**src/rtl/id_alu_decoder.sv**
```systemverilog
// ID/EX pipeline register with RV32I decode into the execute-stage ALU control word.
// Outputs are registered: an instruction sampled on one rising edge drives the
// control word for the following cycle. Hazard-unit controls: STALL holds, FLUSH bubbles.
module id_alu_decoder #(
    parameter int unsigned DATA_WIDTH     = 32,
    parameter int unsigned REG_ADDR_WIDTH = 5
) (
    input  logic                      CLK,
    input  logic                      RST,
    input  logic [DATA_WIDTH-1:0]     INSTR_IN,
    input  logic [DATA_WIDTH-1:0]     PC_IN,
    input  logic                      INSTR_VALID_IN,
    input  logic                      STALL,
    input  logic                      FLUSH,
    output logic [4:0]                ALU_INSTRUCTION,
    output logic [DATA_WIDTH-1:0]     IMM_OUT,
    output logic [1:0]                OP1_SEL,
    output logic                      OP2_SEL_IMM,
    output logic [REG_ADDR_WIDTH-1:0] RS1_ADDR,
    output logic [REG_ADDR_WIDTH-1:0] RS2_ADDR,
    output logic [REG_ADDR_WIDTH-1:0] RD_ADDR,
    output logic                      REG_WRITE_EN,
    output logic                      MEM_READ,
    output logic                      MEM_WRITE,
    output logic [DATA_WIDTH-1:0]     PC_OUT,
    output logic                      VALID_OUT,
    output logic                      ILLEGAL_INSTR
);

    localparam logic [4:0] AluNop  = 5'd0;
    localparam logic [4:0] AluAdd  = 5'd1;
    localparam logic [4:0] AluSub  = 5'd2;
    localparam logic [4:0] AluSll  = 5'd3;
    localparam logic [4:0] AluSlt  = 5'd4;
    localparam logic [4:0] AluSltu = 5'd5;
    localparam logic [4:0] AluXor  = 5'd6;
    localparam logic [4:0] AluSrl  = 5'd7;
    localparam logic [4:0] AluSra  = 5'd8;
    localparam logic [4:0] AluOr   = 5'd9;
    localparam logic [4:0] AluAnd  = 5'd10;
    localparam logic [4:0] AluSlli = 5'd11;
    localparam logic [4:0] AluSrli = 5'd12;
    localparam logic [4:0] AluSrai = 5'd13;
    localparam logic [4:0] AluJal  = 5'd14;
    localparam logic [4:0] AluJalr = 5'd15;
    localparam logic [4:0] AluBeq  = 5'd16;
    localparam logic [4:0] AluBne  = 5'd17;
    localparam logic [4:0] AluBlt  = 5'd18;
    localparam logic [4:0] AluBge  = 5'd19;
    localparam logic [4:0] AluBltu = 5'd20;
    localparam logic [4:0] AluBgeu = 5'd21;

    localparam logic [1:0] Op1Rs1  = 2'd0;
    localparam logic [1:0] Op1Pc   = 2'd1;
    localparam logic [1:0] Op1Zero = 2'd2;

    localparam logic [6:0] F7Zero = 7'b0000000;
    localparam logic [6:0] F7Alt  = 7'b0100000;

    logic [31:0] instr;
    logic [6:0]  opcode;
    logic [2:0]  funct3;
    logic [6:0]  funct7;
    logic [31:0] imm_i, imm_s, imm_b, imm_u, imm_j;

    logic [4:0]  alu_d;
    logic [31:0] imm_d;
    logic [1:0]  op1_d;
    logic        op2_imm_d;
    logic        reg_write_d;
    logic        mem_read_d;
    logic        mem_write_d;
    logic        illegal_d;
    logic        bubble;

    assign instr  = INSTR_IN[31:0];
    assign opcode = instr[6:0];
    assign funct3 = instr[14:12];
    assign funct7 = instr[31:25];

    assign imm_i = {{20{instr[31]}}, instr[31:20]};
    assign imm_s = {{20{instr[31]}}, instr[31:25], instr[11:7]};
    assign imm_b = {{19{instr[31]}}, instr[31], instr[7], instr[30:25], instr[11:8], 1'b0};
    assign imm_u = {instr[31:12], 12'b0};
    assign imm_j = {{11{instr[31]}}, instr[31], instr[19:12], instr[20], instr[30:21], 1'b0};

    // Decode the incoming instruction into the next control word.
    always_comb begin
        alu_d       = AluNop;
        imm_d       = '0;
        op1_d       = Op1Rs1;
        op2_imm_d   = 1'b0;
        reg_write_d = 1'b0;
        mem_read_d  = 1'b0;
        mem_write_d = 1'b0;
        illegal_d   = 1'b0;

        case (opcode)
            7'b0110011: begin
                reg_write_d = 1'b1;
                case (funct3)
                    3'b000: begin
                        if (funct7 == F7Zero)     alu_d = AluAdd;
                        else if (funct7 == F7Alt) alu_d = AluSub;
                        else                      illegal_d = 1'b1;
                    end
                    3'b101: begin
                        if (funct7 == F7Zero)     alu_d = AluSrl;
                        else if (funct7 == F7Alt) alu_d = AluSra;
                        else                      illegal_d = 1'b1;
                    end
                    default: begin
                        if (funct7 != F7Zero) illegal_d = 1'b1;
                        case (funct3)
                            3'b001:  alu_d = AluSll;
                            3'b010:  alu_d = AluSlt;
                            3'b011:  alu_d = AluSltu;
                            3'b100:  alu_d = AluXor;
                            3'b110:  alu_d = AluOr;
                            default: alu_d = AluAnd;
                        endcase
                    end
                endcase
            end
            7'b0010011: begin
                reg_write_d = 1'b1;
                op2_imm_d   = 1'b1;
                imm_d       = imm_i;
                case (funct3)
                    3'b000: alu_d = AluAdd;
                    3'b010: alu_d = AluSlt;
                    3'b011: alu_d = AluSltu;
                    3'b100: alu_d = AluXor;
                    3'b110: alu_d = AluOr;
                    3'b111: alu_d = AluAnd;
                    3'b001: begin
                        if (funct7 == F7Zero) alu_d = AluSlli;
                        else                  illegal_d = 1'b1;
                    end
                    default: begin
                        if (funct7 == F7Zero)     alu_d = AluSrli;
                        else if (funct7 == F7Alt) alu_d = AluSrai;
                        else                      illegal_d = 1'b1;
                    end
                endcase
            end
            7'b0110111: begin
                alu_d       = AluAdd;
                op1_d       = Op1Zero;
                op2_imm_d   = 1'b1;
                imm_d       = imm_u;
                reg_write_d = 1'b1;
            end
            7'b0010111: begin
                alu_d       = AluAdd;
                op1_d       = Op1Pc;
                op2_imm_d   = 1'b1;
                imm_d       = imm_u;
                reg_write_d = 1'b1;
            end
            7'b1101111: begin
                alu_d       = AluJal;
                op1_d       = Op1Pc;
                op2_imm_d   = 1'b1;
                imm_d       = imm_j;
                reg_write_d = 1'b1;
            end
            7'b1100111: begin
                alu_d       = AluJalr;
                op2_imm_d   = 1'b1;
                imm_d       = imm_i;
                reg_write_d = 1'b1;
                if (funct3 != 3'b000) illegal_d = 1'b1;
            end
            7'b1100011: begin
                imm_d = imm_b;
                case (funct3)
                    3'b000:  alu_d = AluBeq;
                    3'b001:  alu_d = AluBne;
                    3'b100:  alu_d = AluBlt;
                    3'b101:  alu_d = AluBge;
                    3'b110:  alu_d = AluBltu;
                    3'b111:  alu_d = AluBgeu;
                    default: illegal_d = 1'b1;
                endcase
            end
            7'b0000011: begin
                alu_d       = AluAdd;
                op2_imm_d   = 1'b1;
                imm_d       = imm_i;
                mem_read_d  = 1'b1;
                reg_write_d = 1'b1;
            end
            7'b0100011: begin
                alu_d       = AluAdd;
                op2_imm_d   = 1'b1;
                imm_d       = imm_s;
                mem_write_d = 1'b1;
            end
            default: illegal_d = 1'b1;
        endcase

        // An illegal encoding issues as a NOP with every side effect suppressed.
        if (illegal_d) begin
            alu_d       = AluNop;
            imm_d       = '0;
            op1_d       = Op1Rs1;
            op2_imm_d   = 1'b0;
            reg_write_d = 1'b0;
            mem_read_d  = 1'b0;
            mem_write_d = 1'b0;
        end
        if (instr[11:7] == 5'd0) reg_write_d = 1'b0;
    end

    // FLUSH wins over STALL; an invalid slot while not stalled also becomes a bubble.
    assign bubble = FLUSH | (~STALL & ~INSTR_VALID_IN);

    // ID/EX register: reset/bubble clears, stall holds, otherwise load the decode.
    always_ff @(posedge CLK) begin
        if (RST || bubble) begin
            ALU_INSTRUCTION <= AluNop;
            IMM_OUT         <= '0;
            OP1_SEL         <= Op1Rs1;
            OP2_SEL_IMM     <= 1'b0;
            RS1_ADDR        <= '0;
            RS2_ADDR        <= '0;
            RD_ADDR         <= '0;
            REG_WRITE_EN    <= 1'b0;
            MEM_READ        <= 1'b0;
            MEM_WRITE       <= 1'b0;
            PC_OUT          <= '0;
            VALID_OUT       <= 1'b0;
            ILLEGAL_INSTR   <= 1'b0;
        end else if (!STALL) begin
            ALU_INSTRUCTION <= alu_d;
            IMM_OUT         <= DATA_WIDTH'($signed(imm_d));
            OP1_SEL         <= op1_d;
            OP2_SEL_IMM     <= op2_imm_d;
            RS1_ADDR        <= REG_ADDR_WIDTH'(instr[19:15]);
            RS2_ADDR        <= REG_ADDR_WIDTH'(instr[24:20]);
            RD_ADDR         <= REG_ADDR_WIDTH'(instr[11:7]);
            REG_WRITE_EN    <= reg_write_d;
            MEM_READ        <= mem_read_d;
            MEM_WRITE       <= mem_write_d;
            PC_OUT          <= PC_IN;
            VALID_OUT       <= 1'b1;
            ILLEGAL_INSTR   <= illegal_d;
        end
    end

endmodule

```
**config.mk**
```make
export PLATFORM = sky130hd
export DESIGN_NAME = id_alu_decoder
export DESIGN_NICKNAME = d
export VERILOG_FILES = /design/src/rtl/id_alu_decoder.sv
export SDC_FILE = /design/constraint.sdc
export NUM_CORES = 1
export LEC_CHECK = 0
export ABC_AREA = 1
export BUFFER_PORTS_ARGS = -buffer_cell sky130_fd_sc_hd__buf_2
export CAP_MARGIN = 5
export CORE_MARGIN = 8
export CORE_UTILIZATION = 53
export DETAILED_ROUTE_END_ITERATION = 8
export GPL_TIMING_DRIVEN = 1
export PLACE_DENSITY = 0.85
export SYNTH_ARGS = -nofsm -noshare
export SYNTH_HDL_FRONTEND = slang
export SYNTH_SLANG_ARGS = --single-unit
```
**constraint.sdc**
```tcl
create_clock -name CLK -period 3 [get_ports CLK]
set_input_delay 0.15 -clock CLK [delete_from_list [all_inputs] [get_ports CLK]]
set_output_delay 0.15 -clock CLK [all_outputs]
set_load 0.005 [all_outputs]
```
==> results.md <==
- Worst setup margin: 1.238 ns
- Status: completed
- Worst path most repeated cell: nand2_1
- Post-synthesis net count: 685
- Antenna viol nets, final: 0
- Worst slew pin tran: 0.7711 ns
- CP Capture Point: IMM_OUT[23]
- Post-CTS Setup Bufs: 0
- Antenna violations before repair: 0
- EDFF count, synth: 0
- Share of layout cells above drive strength 1: 29.19%
- Max Buffers Root-to-Sink: 2
- First-pass GRT wire length: 21.34 mm
- Commonest non-fill, non-tap cell in the layout: nand2_1
- Reg2Reg Depth: 2
- Ys async rst share: 0%
- CTS resizes: 0
- Routability cong.: 0.9906
- Die span in y: 105.4 um
- Largest net degree at the start of global routing: 72
- Peak supply drop: 0.3488 mV
- Final core utilization: 67.57%
- CP arrival: 1.97 ns
- Pwr/cell area: 443.1 nW/um^2
- CP Capture Type: flop
- Hold WC Path Type: input port to flop
- RSZ-0062 raised after global routing: no
- Initial DRT Pass Iterations: 5
- Top cell type by total area after synthesis: dfxtp_1
- Iter 0 DRT Violations: 295
- Cell Chain, Critical Path: buf_2, nand2_1, inv_2, nand2_1, nor2_1, nor2_1, nand2_1, nand2_1, nand3_1, nand3_2, a21oi_2
- Period utilization: 58.72%
- Min Tclk post-route: 1.762 ns
- Drt total wl: 12.97 mm
- Reg clk slew, reported paths: 0.09 ns
- Detail Placement HPWL: 9.753 mm
- Layout Nets: 822
- Post-CTS Hold Buffers: 0
- Die width: 105.4 um
- Final hold vios: 0
- Synth area leaders: dfxtp_1 (43%), nand2_1 (18%), a21oi_1 (9.9%)
- Initial core utilization: 54.87%
- Crit path from: INSTR_IN[1]
- # H-tree levels: 3
- Top delay family on crit path: simple AND/OR/NAND/NOR gates
- Worst Skew: 0 ns
- R2r startpoint: IMM_OUT[30]
- Root buffer cell: clkbuf_8
- Via count: 4550
- Port-buffer cells: 160
- Commonest register cell after synthesis: dfxtp_1
- Post-route cell area: 5221 sq um
- Number of global-route vias before repair: 4455
- Max incr delay on CP: 0.53 ns
- Clock latency on the worst-skew pair: 0.34 ns
- CTS tree: done
- Reg2reg end: IMM_OUT[30]
- Sequential cell area fraction in the yosys report: 43.43%
- Slew Limit Fails: 0
- CP Class: input port to flop
- IO Pins: 161
- # diodes: 0
- Die ar.: 11120 sq um
- Placed Area: 5032 sq um
- Netlist cell types: 29
- Core area: 7727 sq um
- Mean post-synth cell area: 6.884 sq um
- Num CTS Buffers: 9
- # DRC: 0
- DR WL/cell: 15.10 um
- Worst EP required: 3.21 ns
- R2r setup slk: 2.32 ns
- Tot GR Track Use: 22.96%
- Fillers: 675
- Most frequent cells in the layout: nand2_1 (202), buf_2 (160), dfxtp_1 (92)
- FMAX: 0.5677 GHz
- Total negative slack: 0 ns
- Area grow syn2layout: 23.13%
- Place WS: 0.9382 ns
- CP startpoint kind: input port
- Num rows: 32
- Synth top area share: 43.43%
- Clk sinks: 92
- Worst slew margin: 48.52%
- Max-capacitance violation count: 0
- Cell depth of the worst setup path: 11
- CP Max Fanout: 21
- Grt ovf: 0
- Leak: 0.002509 uW
- Buf+Inv Stages, Crit Path: 2
- # setup viols final: 0
- Synthesized area: 4240 sq um
- Yosys warning count: 0
- CP max stage cell: nand2_1
- Register bit total from synthesis: 92
- Vias per inst: 5.297
- Syn Inst Count: 616
-- per-layer routing --
| layer | vias up | share of wire, % | global-route usage, % |
|---|---|---|---|
| met4 | 0 | 2.4 | 8.970 |
| li1 | 2266 | - | - |
| met2 | 194 | 47 | 37.81 |
| met1 | 2067 | 40 | 26.58 |
| met3 | 23 | 10 | 8.343 |
| met5 | - | 0 | 0 |
-- cells by family (layout without fill, tap and decap cells) --
kind of cell,after synthesis,count (layout),share of synthesized area (%)
AND/OR/NAND/NOR,345,345,35.56
buffers and inverters,73,214,7.436
AO/OA/AOI/OAI,106,106,13.57
flip-flops,92,92,43.43
-- flip-flops by register name, indices dropped and copies added (netlist names), 2 cells and up --
| name | count |
|---|---|
| PC_OUT | 32 |
| IMM_OUT | 32 |
| RS1_ADDR | 5 |
| RD_ADDR | 5 |
| RS2_ADDR | 5 |
| ALU_INSTRUCTION | 5 |
| OP1_SEL | 2 |
-- cells in the mapped netlist (2+ instances only) --
master / count
a21oi_1: 84
nand3_1: 67
dfxtp_1: 92
buf_1: 4
nand2_1: 202
nor2_2: 5
a21oi_2: 10
o21ai_0: 7
clkbuf_1: 24
inv_2: 8
nand4_1: 3
nor2_4: 2
nand2_2: 3
buf_4: 2
nand3_2: 12
nor2_1: 48
inv_1: 25
buf_2: 7
-- through the flow --
step                      hold slack, ns  total power, uW  instances
after floorplan                   0.2946             1420        616
after global placement            0.3990             1519        844
after detailed placement          0.4047             1523        844
after CTS                        0.02261             2326        859
after global routing             0.02584             2419        859
final                            0.03078             2313        859
-- layout make-up --
type / count / area (sq um) / share of cell area [%]
Clock inverter: 5 / 61.31 / 1.174
Timing Repair Buffer: 165 / 850.8 / 16.30
Multi-Input combinational cell: 451 / 2083 / 39.90
Tap cell: 102 / 127.6 / 2.444
Sequential cell: 92 / 1842 / 35.27
Inverter: 34 / 128.9 / 2.468
Clock buffer: 10 / 127.6 / 2.444
-- worst register-to-register path: cells and delay by family, from the launching register on --
kind               cells  cell delay [ns]
DFF                    1             0.35
and+or+nand+nor        1             0.07
AOI/OAI and AO/OA      1             0.18
-- report_power, final --
group	internal, uW	switching (uW)	total [uW]
Clock	387	429	817
Combinational	84.6	165	250
Sequential	1240	8.59	1250
-- worst min-delay path by stage --
stage              start          to  slack [ns]  depth (start not counted)
2_1_floorplan  PC_IN[18]  PC_OUT[18]        0.29                          2
3_3_place_gp   PC_IN[10]  PC_OUT[10]        0.40                          3
3_5_place_dp   PC_IN[15]  PC_OUT[15]        0.40                          3
4_1_cts        PC_IN[15]  PC_OUT[15]        0.02                          3
5_1_grt        PC_IN[15]  PC_OUT[15]        0.03                          3
6_report       PC_IN[15]  PC_OUT[15]        0.03                          3
Power figures use the tool's default switching activity.
